<file path="src/rtl/counter_pkg.sv">
// Shared definitions for the modulus counters: end-behaviour modes and FSM states.
package counter_pkg;

  localparam logic [1:0] MODE_WRAP    = 2'b00;
  localparam logic [1:0] MODE_SAT     = 2'b01;
  localparam logic [1:0] MODE_ONESHOT = 2'b10;

  typedef enum logic {
    ST_COUNT = 1'b0,
    ST_DONE  = 1'b1
  } state_t;

endpackage

</file>
<file path="src/rtl/updown_modcount.sv">
// Up/down counter over 0..M with wrap/saturate/one-shot ends; Q and Done registered (1 cycle),
// Cout is combinational and drives the next stage's E, so cascades have no backpressure beyond E.
module updown_modcount
  import counter_pkg::*;
#(
  parameter int n = 8
) (
  input  logic         Clock,
  input  logic         Resetn,
  input  logic [n-1:0] R,
  input  logic [n-1:0] M,
  input  logic         L,
  input  logic         E,
  input  logic         up_down,
  input  logic [1:0]   mode,
  output logic [n-1:0] Q,
  output logic         Cout,
  output logic         Done
);

  localparam logic [n-1:0] ONE = n'(1);

  state_t       state;
  logic         bnd;
  logic         term_hit;
  logic [n-1:0] step_q;

  assign bnd = up_down ? (Q >= M) : (Q == '0);

  // Next value for an enabled step; reserved mode 11 falls through to wrap.
  always_comb begin
    step_q = Q;
    if (!bnd) begin
      if (up_down)
        step_q = Q + ONE;
      else if (Q > M)
        step_q = M;
      else
        step_q = Q - ONE;
    end else if (mode == MODE_SAT || mode == MODE_ONESHOT) begin
      if (up_down && Q > M)
        step_q = M;
    end else begin
      step_q = up_down ? '0 : M;
    end
  end

  assign term_hit = up_down ? (step_q == M) : (step_q == '0);

  always_ff @(posedge Clock) begin
    if (!Resetn) begin
      Q     <= '0;
      state <= ST_COUNT;
    end else if (L) begin
      Q     <= (R > M) ? M : R;
      state <= ST_COUNT;
    end else if (E && state == ST_COUNT) begin
      Q <= step_q;
      if (mode == MODE_ONESHOT && (bnd || term_hit))
        state <= ST_DONE;
    end
  end

  assign Cout = E & ~L & Resetn & (state == ST_COUNT) & bnd;
  assign Done = (state == ST_DONE);

endmodule

</file>
<file path="config.mk">
export PLATFORM = sky130hd
export DESIGN_NAME = updown_modcount
export DESIGN_NICKNAME = d
export VERILOG_FILES = /design/src/rtl/counter_pkg.sv /design/src/rtl/updown_modcount.sv
export SDC_FILE = /design/constraint.sdc
export NUM_CORES = 1
export LEC_CHECK = 0
export BUFFER_PORTS_ARGS = -buffer_cell sky130_fd_sc_hd__buf_2
export CORE_ASPECT_RATIO = 1.2
export CORE_MARGIN = 5
export CORE_UTILIZATION = 60
export CTS_CLUSTER_DIAMETER = 30
export CTS_CLUSTER_SIZE = 14
export DETAILED_ROUTE_END_ITERATION = 10
export PLACE_DENSITY = 0.85
export SYNTH_ARGS = -nofsm -noshare
export SYNTH_HDL_FRONTEND = slang
export SYNTH_SLANG_ARGS = --single-unit
export TNS_END_PERCENT = 20
</file>
<file path="constraint.sdc">
create_clock -name Clock -period 5.5 [get_ports Clock]
set_clock_uncertainty 0.1 [all_clocks]
set_input_delay 0.275 -clock Clock [delete_from_list [all_inputs] [get_ports Clock]]
set_output_delay 0.275 -clock Clock [all_outputs]
set_load 0.01 [all_outputs]
</file>
======== Word-level counts from Yosys, hierarchy flattened ========
Cells that the tools add are included.
storage, ports and cells
  register bits ........................... 9
  bits of input ports ..................... 23
  output and inout bits ................... 10
  logic and storage cells ................. 38
cells by class
  add/subtract/negate cells ............... 2
  $lt $le $gt $ge ......................... 3
  equality and inequality tests ........... 3
  multiplexer cells ....................... 11
  bitwise gates (word level) .............. 7
  reductions and logical operators ........ 10
operator list
  operator                                          count
  two-way mux 8 bit                                 9
  greater-than comparator 8 bit                     2
  zero test 8 bit                                   2
  adder 8 x 1 -> 8 bit, second input constant       1
  == test 8 bit                                     1
  >= comparator 8 bit                               1
  subtractor 8 x 1 -> 8 bit, second input constant  1
  bitwise AND 1 bit                                 4
  logical AND 1 bit                                 3
  NOT 1 bit                                         3
  == test 2 x 1 -> 1 bit, second input constant     1
  == test 2 bit, second input constant              1
  logical OR 1 bit                                  2
  two-way mux 1 bit                                 2
  AND reduction 2 bit                               1
  nonzero test 2 bit                                1
  OR reduction 2 bit                                1

======== Depth between registers and ports, before layout ========
  depth after elaboration ................. 10
  mapped depth ............................ 13
  gate-level depth less buffers ........... 11

======== Least setup slack after synthesis ========
No wires, ideal clock.
  path kind ............................... register to register
  from .................................... reg Q[0]
  to ...................................... reg Q[4]
  library setup time ...................... 0.138 ns
  arrival ................................. 2.447 ns
  data required time ...................... 5.262 ns
  path slack .............................. 2.815 ns
  stages on the path, launching flop included .. 12
  buffers on the path ..................... 0
  clock period less this slack ............ 2.685 ns
  cell sequence ........................... dfxtp_1 > inv_1 > ha_1 > nand4_2 > nor2_8 > a211oi_4 > nor3_2 > nor3_1 > a211oi_1 > a21oi_1 > a211oi_1 > a211oi_1
between the ends
  longest elaborated chain between the ends .. 7
  elaborated cells between the ends (all ways) .. 14
  those cells by class .................... add/sub: 2; order compare: 2; mux: 8; reduce/logical: 2
RTL lines
  what                           line                                          RTL
  start, declared                updown_modcount.sv:16                         output logic [n-1:0] Q,
  start signal, assigned         updown_modcount.sv:55                         Q <= (R > M) ? M : R;
  start signal, assigned         updown_modcount.sv:58                         Q <= step_q;
  greater-than comparator 8 bit  updown_modcount.sv:36, updown_modcount.sv:41
  logical AND 1 bit              updown_modcount.sv:41                         if (up_down && Q > M)
  two-way mux 8 bit              updown_modcount.sv:41
  two-way mux 8 bit              updown_modcount.sv:40                         end else if (mode == MODE_SAT || mode == MODE_ONESHOT) begin
  two-way mux 8 bit *            updown_modcount.sv:33                         if (!bnd) begin
  two-way mux 8 bit *            updown_modcount.sv:57                         end else if (E && state == ST_COUNT) begin
  two-way mux 8 bit *            updown_modcount.sv:54                         end else if (L) begin
Every way passes the cells marked *; elsewhere a longest branch is shown, timed or not. The select of a mux whose other input is x is not followed.
A chain may end at the register's enable or synchronous reset.

======== Worst setup path after layout ========
  from .................................... reg Q[3]
  to ...................................... reg state (netlist: Done)
between the ends
  longest elaborated chain between the ends .. 10
  elaborated cells between the ends (all ways) .. 18
  those cells by class .................... add/sub: 2; order compare: 2; eq/ne: 1; mux: 7; reduce/logical: 6
RTL lines
  what                                              line                                          RTL
  greater-than comparator 8 bit                     updown_modcount.sv:36, updown_modcount.sv:41
  logical AND 1 bit                                 updown_modcount.sv:41
  two-way mux 8 bit                                 updown_modcount.sv:41
  two-way mux 8 bit                                 updown_modcount.sv:40
  two-way mux 8 bit                                 updown_modcount.sv:33
  == test 8 bit or zero test 8 bit (tied branches)  updown_modcount.sv:48                         assign term_hit = up_down ? (step_q == M) : (step_q == '0);
  two-way mux 1 bit                                 updown_modcount.sv:48
  logical OR 1 bit *                                updown_modcount.sv:59                         if (mode == MODE_ONESHOT && (bnd || term_hit))
  logical AND 1 bit *                               updown_modcount.sv:59
  AND reduction 2 bit (no line) *                   n/a
  end signal, assigned                              updown_modcount.sv:53                         state <= ST_COUNT;
  end signal, assigned                              updown_modcount.sv:56                         state <= ST_COUNT;
  end signal, assigned                              updown_modcount.sv:60                         state <= ST_DONE;
  end, declared                                     updown_modcount.sv:23                         state_t state;
Every way passes the cells marked *; elsewhere a longest branch is shown, timed or not.

==> impl_results.md <==
- Syn_area_per_cell: about 7.5 sq um
- Die H: roughly 75 um
- Hold Crit Depth: 3
- Setup crit start kind: register
- Boundary pin count: 33
- GP Congestion: 0.9915
- Worst-Skew Late Latency: 230 ps
- Cell area after synthesis: 2088 sq um
- Routed Antenna Nets: 0
- Pins Over Slew Limit: 0
- VDD IR max: 0.1617 mV
- CTS tree: done
- Ys async rst share: 0
- H-tree Lvls: 1
- Tot GR Track Use: 0.2987
- Pwr Total: approximately 0.45 mW
- MaxCap Viol Count: 0
- Busiest grt layer: met2
- Post-CTS setup buffer count: 0
- Total Wirelength: 6967 um
- Area grow syn2layout: 8.748%
- Fmax: about 290 MHz
- WL/cell: between 20 and 25 um
- Initial DRC Count: approximately 220
- Status: finished, final reports clean
- Max FO, Critical Path: 15
- First-pass GRT wire length: 11,230 um
- Static Leakage: about 0.92 nW
- Met2 Usage GRT: 0.5218
- Fin crit period: 3420 ps
- Number of enable flip-flop cells after synthesis: 0
- Critical path class: register to register
- Reg2reg path depth: 8
- Critical Path AT: 3500 ps
- Slew @ Worst Pin: 779.2 ps
- Longest Clk Path Bufs: 2
- # setup viols final: 0
- Final HPWL DP: 5419 um
- Antenna violations before repair: 0
- Clock root buffer: clkbuf_8
- DRT Pass-1 Iters: 5
- Period Utilization, post-route: 0.6217
- Sequential area share after synthesis: 0.08628
- Vias in the first global route: between 2,000 and 2,500
- Hold buffers post-CTS: 0
- Final Hold Fails: 0
- Crit. End Element: register
- Total Die Area: 4765 sq um
- CTS buffer count: 3
- Via count: 2,320
- Slew HR: 0.4774
- Cells after Synth: 277
- Core area: between 3000 and 4000 sq um
- RSZ-0062 raised after global routing: no
- PortBufs: 32
- # clock sinks: 9
- Global Route met3 Usage: 0.04179
- Hold/Removal Path Class: input pin to register
- DRC viols: 0
- Synth warnings: 0
- Via/cell ratio: 6.905
- Met1 usage: 0.3545
- Gr ovfl total: 0
- Reg clk slew, reported paths: 50 ps
- Seq cells post-synth: 9
- Core Rows: 23
- Syn Nets: 320
- Power Density: 198.3 nW/um^2
- Fin cells: 336
- Count of cell types in the netlist: 71
- Die width: approximately 64 um
- Core Util, Final: 0.6803
- Fillers: 304
- Largest net degree at the start of global routing: 24
- Synth Flop Type: dfxtp_1
- Placed insts: around 330
- Layout cell share with drive strength beyond 1: 0.2040
- Critical Path RT: between 5000 and 6000 ps
- # resized after CTS: 0
- Initial Utilization: 0.6256
- Hold Slack: around 230 ps
- # nets final: 343
- Ant diodes: 0
- Setup TNS: 0 ps
==> cells in the final DEF, fill, tap and decap left out, drive strengths merged, types with 2 or more instances in the layout <==
| master | count |
|---|---|
| a211o | 2 |
| a211oi | 23 |
| a21boi | 2 |
| a21o | 2 |
| a21oi | 20 |
| a221oi | 3 |
| a22o | 2 |
| a311oi | 3 |
| a31o | 2 |
| a31oi | 4 |
| and2 | 4 |
| and3 | 3 |
| buf | 32 |
| clkbuf | 4 |
| clkinv | 2 |
| dfxtp | 9 |
| ha | 20 |
| inv | 14 |
| nand2 | 20 |
| nand2b | 4 |
| nand3 | 11 |
| nand4 | 7 |
| nor2 | 22 |
| nor2b | 2 |
| nor3 | 18 |
| nor4 | 3 |
| o211ai | 2 |
| o21a | 4 |
| o21ai | 15 |
| o311a | 3 |
| o31ai | 4 |
| or2 | 2 |
| or3 | 2 |
| xnor2 | 10 |
| xor2 | 4 |
==> worst paths after layout <==
| path | startpoint | to | slack, ps |
|---|---|---|---|
| max | Q[3]$_SDFFE_PN0P_ | Done$_SDFFE_PP0P_ | 2080 |
| min | R[0] | Q[0]$_SDFFE_PN0P_ | 230 |
| max reg2reg | Q[3]$_SDFFE_PN0P_ | Done$_SDFFE_PP0P_ | 2080 |
| min reg2reg | Done$_SDFFE_PP0P_ | Done$_SDFFE_PP0P_ | 590 |
==> layout make-up <==
type                       instances  area, sq um  share of cell area
sequential                         9        180.2             0.07934
timing repair buffer              32        160.2             0.07052
inverter                          16        62.56             0.02755
clock buffer                       4        45.04             0.01983
multi-input combinational        238         1777              0.7824
tap                               37        46.29             0.02039
==> cells by family after synthesis <==
| kind of cell | share of synthesized area |
|---|---|
| AOI/OAI and AO/OA | 0.4104 |
| xor gates and xnor gates | 0.05871 |
| adders and majority gates | 0.1198 |
| buffers and inverters | 0.06292 |
| DFF | 0.08628 |
| and+or+nand+nor | 0.2618 |
==> power by group <==
group	internal, mW	switching (mW)	total [mW]
logic	0.109	0.168	0.277
registers	0.0718	0.0253	0.0971
clock network	0.0505	0.0258	0.0763
total	0.232	0.219	0.450
==> critical path, cell delays in order, from the launching register on <==
cell       delay [ps]
dfxtp_1           720
ha_1              420
a21oi_2           370
a21o_1            350
a22o_1            440
o311a_1           300
o21ai_0           120
a2111oi_2         360
a31o_1            180
==> synthesized netlist by cell type (all sizes together) (3+ instances only) <==
| master | count | area (sq um) |
|---|---|---|
| a31oi | 4 | 40.04 |
| and2 | 4 | 25.02 |
| nor2 | 22 | 101.4 |
| o21ai | 15 | 75.07 |
| clkbuf | 7 | 26.28 |
| o31ai | 4 | 35.03 |
| a311oi | 3 | 32.53 |
| nor4 | 3 | 25.02 |
| nand2b | 4 | 25.02 |
| a221oi | 3 | 45.04 |
| o21a | 4 | 30.03 |
| xor2 | 4 | 35.03 |
| inv | 14 | 55.06 |
| xnor2 | 10 | 87.58 |
| nand4 | 7 | 65.06 |
| dfxtp | 9 | 180.2 |
| a21oi | 20 | 103.9 |
| a211oi | 23 | 207.7 |
| nand2 | 20 | 75.07 |
| nand3 | 11 | 55.05 |
| nor3 | 18 | 100.1 |
| buf | 7 | 42.54 |
| and3 | 3 | 18.77 |
| o311a | 3 | 30.03 |
| ha | 20 | 250.2 |
==> routing by layer <==
layer,wire (um),up-vias,part of all wire
met5,0,-,0
met4,298,0,0.043
met3,611,35,0.088
met2,3372,150,0.48
met1,2685,1026,0.39
li1,-,1109,-
==> state kept, by name, summed over array words and instances, names as in the netlist <==
| signal | cells |
|---|---|
| Q | 8 |
| Done | 1 |
==> metrics by stage <==
stage | instance area, sq um | worst slack [ps]
floorplan | 2088 | 2815
global placement | 2226 | 2233
detailed placement | 2226 | 2135
CTS | 2271 | 2119
global route | 2271 | 1915
finish | 2271 | 2080
(Power assumes the default switching activity.)
